==> src/rtl/fifo8x9_ctrl.sv <==
// fifo8x9_ctrl: sequencing controller for the 8-deep, 9-bit register-file FIFO datapath.
// Define FIFO8X9_CTRL_ERR_EN to build the sticky overflow/underflow flags.
module fifo8x9_ctrl #(
  parameter int DEPTH = 8,
  parameter int CNT_W = 4
) (
  input  logic             clk,
  input  logic             rst,
  input  logic             wr_req,
  input  logic             rd_req,
  input  logic             flush,
  output logic             wr_ready,
  output logic             rd_ready,
  output logic             wren,
  output logic             WrInc,
  output logic             rden,
  output logic             RdInc,
  output logic             WrPtrClr,
  output logic             RdPtrClr,
  output logic             rd_valid,
  output logic [CNT_W-1:0] count,
  output logic             full,
  output logic             empty,
  output logic             err_ovf,
  output logic             err_udf
);

  localparam logic [1:0] ST_INIT  = 2'd0;
  localparam logic [1:0] ST_READY = 2'd1;
  localparam logic [1:0] ST_FLUSH = 2'd2;

  localparam logic [CNT_W-1:0] CNT_MAX = CNT_W'(DEPTH);

  logic [1:0]       state;
  logic [1:0]       state_nxt;
  logic [CNT_W-1:0] count_q;
  logic             rd_valid_q;
  logic             in_ready;
  logic             accept_ok;
  logic             wr_acc;
  logic             rd_acc;

  // Every decoded output is held low while rst is asserted, whatever the state.
  assign in_ready  = (state == ST_READY) && !rst;
  assign accept_ok = in_ready && !flush;

  assign full  = (count_q == CNT_MAX);
  assign empty = (count_q == '0);
  assign count = count_q;

  // A write into a full FIFO is fine when a read frees the oldest slot in the same cycle.
  assign wr_acc = accept_ok && wr_req && (!full || rd_req);
  assign rd_acc = accept_ok && rd_req && !empty;

  assign wr_ready = in_ready && !full;
  assign rd_ready = in_ready && !empty;

  assign wren  = wr_acc;
  assign WrInc = wr_acc;
  assign rden  = rd_acc;
  assign RdInc = rd_acc;

  assign WrPtrClr = !rst && (state != ST_READY);
  assign RdPtrClr = !rst && (state != ST_READY);

  assign rd_valid = rd_valid_q;

  always_comb begin
    state_nxt = ST_READY;
    case (state)
      ST_INIT:  state_nxt = ST_READY;
      ST_READY: state_nxt = flush ? ST_FLUSH : ST_READY;
      ST_FLUSH: state_nxt = ST_READY;
      default:  state_nxt = ST_READY;
    endcase
  end

  always_ff @(posedge clk) begin
    if (rst) begin
      state <= ST_INIT;
    end else begin
      state <= state_nxt;
    end
  end

  // Simultaneous accepted write and read leave occupancy unchanged.
  always_ff @(posedge clk) begin
    if (rst) begin
      count_q <= '0;
    end else if (state != ST_READY) begin
      count_q <= '0;
    end else if (wr_acc && !rd_acc) begin
      count_q <= count_q + CNT_W'(1);
    end else if (rd_acc && !wr_acc) begin
      count_q <= count_q - CNT_W'(1);
    end
  end

  always_ff @(posedge clk) begin
    if (rst) begin
      rd_valid_q <= 1'b0;
    end else begin
      rd_valid_q <= rd_acc;
    end
  end

`ifdef FIFO8X9_CTRL_ERR_EN
  logic err_ovf_q;
  logic err_udf_q;

  // Flags stick until reset or an accepted flush; dropped requests never raise them.
  always_ff @(posedge clk) begin
    if (rst) begin
      err_ovf_q <= 1'b0;
      err_udf_q <= 1'b0;
    end else if (state == ST_READY && flush) begin
      err_ovf_q <= 1'b0;
      err_udf_q <= 1'b0;
    end else if (state == ST_READY) begin
      if (wr_req && full && !rd_req) begin
        err_ovf_q <= 1'b1;
      end
      if (rd_req && empty) begin
        err_udf_q <= 1'b1;
      end
    end
  end

  assign err_ovf = err_ovf_q;
  assign err_udf = err_udf_q;
`else
  assign err_ovf = 1'b0;
  assign err_udf = 1'b0;
`endif

endmodule

==> config.mk <==
export PLATFORM = sky130hd
export DESIGN_NAME = fifo8x9_ctrl
export DESIGN_NICKNAME = d
export VERILOG_FILES = /design/src/rtl/fifo8x9_ctrl.sv
export SDC_FILE = /design/constraint.sdc
export NUM_CORES = 1
export LEC_CHECK = 0
export BUFFER_PORTS_ARGS = -buffer_cell sky130_fd_sc_hd__buf_4
export CAP_MARGIN = 0
export CORE_AREA = 2 2 39 41
export DETAILED_ROUTE_END_ITERATION = 6
export DIE_AREA = 0 0 41 43
export SETUP_SLACK_MARGIN = 0.2
export SLEW_MARGIN = 15
export SYNTH_ARGS = -nofsm -noshare
export SYNTH_HDL_FRONTEND = slang
export SYNTH_SLANG_ARGS = --single-unit
==> constraint.sdc <==
create_clock -name clk -period 6.59 [get_ports clk]
set_input_delay 1.6475 -clock clk [delete_from_list [all_inputs] [get_ports clk]]
set_output_delay 1.6475 -clock clk [all_outputs]
set_load 0.005 [all_outputs]
After elaboration in Yosys (flattened, before gate mapping). Index checks and enable logic that the tools add are counted.

Word-level logic and storage cells: 36. Register bits after elaboration: 7. Bits of input ports: 5.

Muxes and demuxes: 4. Bitwise gates (word level): 1. Eq/ne operators: 3. Reductions and logical operators: 22. Add/subtract/negate cells: 2.

Operators by type and width (number): $logic_and 1x1->1 (11); $mux 4 (2); $logic_not 1->1 (6); $add 4x1->4 const B (1); $eq 4x4->1 const B (1); $logic_not 4->1 (1); $reduce_or 2->1 (2); $sub 4x1->4 const B (1); $eq 2x1->1 const B (1); $mux 2 (1); $ne 2x1->1 const B (1); $reduce_bool 2->1 (1); $logic_or 1x1->1 (1); $mux 1 (1); $not 1->1 (1).

Depth between registers and ports, before layout.
Depth after elaboration: 9. Depth in mapped cells: 12. Depth with buffers taken out: 11.

Worst setup path after synthesis. No wires, ideal clock.

Path kind: input port to output port. From: input port rst. To: output port wren. Data required time: 4.943 ns. Arrival: 2.570 ns. Stages: 4. Path slack: 2.372 ns. Cell sequence: nand2b_1 > buf_2 > a2111oi_2 > buf_4.

Longest elaborated chain between the ends: 5.

RTL lines: from (decl) (RTL line 8) `input logic rst,`; $logic_not 1->1 (RTL line 44) `assign in_ready = (state == ST_READY) && !rst;`; $logic_and 1x1->1 (RTL line 44); $logic_and 1x1->1 (RTL line 45) `assign accept_ok = in_ready && !flush;`; $logic_and 1x1->1 (2 in series) (RTL line 52) `assign wr_acc = accept_ok && wr_req && (!full || rd_req);`; to (decl) (RTL line 14) `output logic wren,`.

Every way passes these cells.

Final worst setup path.
From: input port rst. To: output port WrInc.

Longest elaborated chain between the ends: 5.

RTL lines: $logic_not 1->1 (RTL line 44); $logic_and 1x1->1 (RTL line 44); $logic_and 1x1->1 (RTL line 45); $logic_and 1x1->1 (2 in series) (RTL line 52); to (decl) (RTL line 15) `output logic WrInc,`.

Every way passes these cells.

==> reports/metrics.yaml <==
status: "complete, no violations"
fmax_mhz: 224
cap_viol_max_count: 0
maxSlewViolCount: 0
dieArea_um2: 1760
place_ws_ns: 2.12
h-tree-depth: 1
cts.sinks: 7
required_ns: 4.94
clk_pin_slew_ns: 0.05
final.setup.worst_slack_ns: 2.13
tightest_slew_ns: 0.732
max-slew-margin-rel_pct: 50.8
power.total_uw: 96.2
synth_top_area_share_pct: 31.5
place_area_um2: 566
setup_viol: 0
grt_setup_unrepaired: "false"
final.setup.tns_ns: 0
ys_seq_area_share_pct: 31.5
p_per_area_nw_per_um2: 163
cts_resized: 0
finalWorstPathRequiredPeriod_ns: 4.46
mostFrequentLayoutCells: "buf_4, nor2_1, dfxtp_1, inv_1"
die_x_um: 41
end_kind: "primary output"
async_flop_share_pct: 0
cts_buffer_depth: 2
num_rows: 14
synthTopCellsByArea: "dfxtp_1, nor2_1, buf_4, ha_1, fa_1"
cts_tree: "done"
cpMostUsedCell: "buf_4"
synth-edff-count: 0
ant_nets: 0
drive_above_1_share_pct: 35.7
die_y_um: 43
crit_buf_inv: 2
grt_usage_pct: 11.3
first_pass_iters: 2
synth-warning-count: 0
critical_path.max_fanout: 10
crit_path_top_delay_cell: "a2111oi_2"
io_pins: 22
routed_wl_um: 839
grt_max_degree: 11
nFillCells: 143
antenna_found_initial: 0
syn_inst: 53
cts_hold_buf: 0
synth_flop_cell: "dfxtp_1"
initial_core_util_pct: 32.2
fp.coreArea_um2: 1380
post-cts-setup-buffers: 0
cts_root_buf: "clkbuf_4"
power_leakage_uw: 0.000273
crit_type: "input port to primary output"
first_iter_violations: 7
placed_cells: 82
layout.nets: 80
cts_buffers: 3
finalNonFillerCells: 86
grt-ovfl-total: 0
cp_data_arrival_time_ns: 2.81
ys_ff_latch: 7
fin_skew_ns: 0.00308
num_vias: 388
design_area_um2: 592
irDropWorstVdd_v: 0.0000745
avgRoutedWirePerCell_um: 9.76
fin_crit_sh_pct: 67.7
synth_cell_types: 23
drc_errors: 0
port_buffers: 19
antennaDiodeCount: 0
syn_area_um2: 445
syn_avg_cell_area_um2: 8.40
grt_pass1_vias: 337
path_cells: "buf_4 -> nand2b_1 -> a2111oi_2 -> buf_4"
grt_first_pass_wirelength_um: 1330
hold_class: "flip-flop to flip-flop"
insertion_delay_ns: 0.25
final_common_cell: "buf_4"
slowest_delay_ns: 0.54
place_congestion: 0.692
finalHoldViolCount: 0
yosysTopAreaCell: "dfxtp_1"
critical-path-top-delay-family: "compound AO/OA/AOI/OAI gates"
area_growth_pct: 32.9
vias_per_cell: 4.51
start_kind: "input port"
[routing by layer]
metal / GRT usage [%] / vias to the layer above / share of wire, % / routed length [um]
met2: 15.6 / 18 / 43 / 359
met4: 8.00 / 0 / 1.4 / 12
met5: 0 / - / 0 / 0
met3: 2.09 / 2 / 10 / 86
met1: 14.9 / 165 / 45 / 381
li1: - / 203 / - / -
[cell type report]
cell class / count / area [um^2] / share of cell area, %
tap: 16 / 20.0 / 3.38
sequential: 7 / 140 / 23.7
inverter: 5 / 18.8 / 3.17
multi-input combinational: 35 / 244 / 41.2
clock buffer: 4 / 26.3 / 4.44
timing repair buffer: 19 / 143 / 24.1
[cells in the mapped netlist (3+ instances only)]
cell type / instances
a21oi_1: 3
dfxtp_1: 7
buf_4: 5
inv_1: 5
nor4_1: 3
nor2_1: 11
ha_1: 3
[through the flow]
step | utilization (%) | hold WS (ns)
floorplan | - | 0.478
finish | 42.8 | 0.495
CTS | 42.8 | 0.500
global placement | 40.9 | 0.493
detailed placement | 40.9 | 0.492
global route | 42.8 | 0.538
[path summary, 6_finish.rpt]
| path | start | endpoint | slack (ns) | depth (start not counted) |
|---|---|---|---|---|
| setup reg to reg | state[0]$_SDFF_PP0_ | count[3]$_SDFFE_PP0P_ | 3.76 | 10 |
| setup / recovery | rst | WrInc | 2.13 | 4 |
| hold reg to reg | state[1]$_SDFF_PP0_ | state[1]$_SDFF_PP0_ | 0.49 | 3 |
| hold / removal | state[1]$_SDFF_PP0_ | state[1]$_SDFF_PP0_ | 0.49 | 3 |
[kinds of logic after synthesis]
logic type | count (synthesis) | share of synthesized area [%]
adder cells (fa/ha/maj) | 4 | 12.9
AO/OA/AOI/OAI | 6 | 9.83
AND/OR/NAND/NOR | 19 | 21.6
XOR/XNOR | 2 | 3.93
buffers and inverters | 12 | 14.6
multiplexers | 2 | 4.78
flip-flops | 7 | 31.5
other | 1 | 0.842
[report_power, final]
part | leakage, uW | internal, uW | total (uW) | switching [uW]
clock network | 0.0000150 | 23.1 | 38.3 | 15.3
logic | 0.000201 | 6.94 | 14.0 | 7.01
registers | 0.0000569 | 43.4 | 43.9 | 0.554
[flip-flops by register name, summed over array words and instances (netlist names)]
| register | count |
|---|---|
| state | 2 |
| count | 4 |
| rd_valid | 1 |
[tightest hold or removal path, cell delays in order, from the launching register on]
cell	delay (ns)
dfxtp_1	0.31
nor2b_2	0.05
nand2_1	0.06
nor2_1	0.03
No activity file was read; power rests on OpenSTA's default activity.
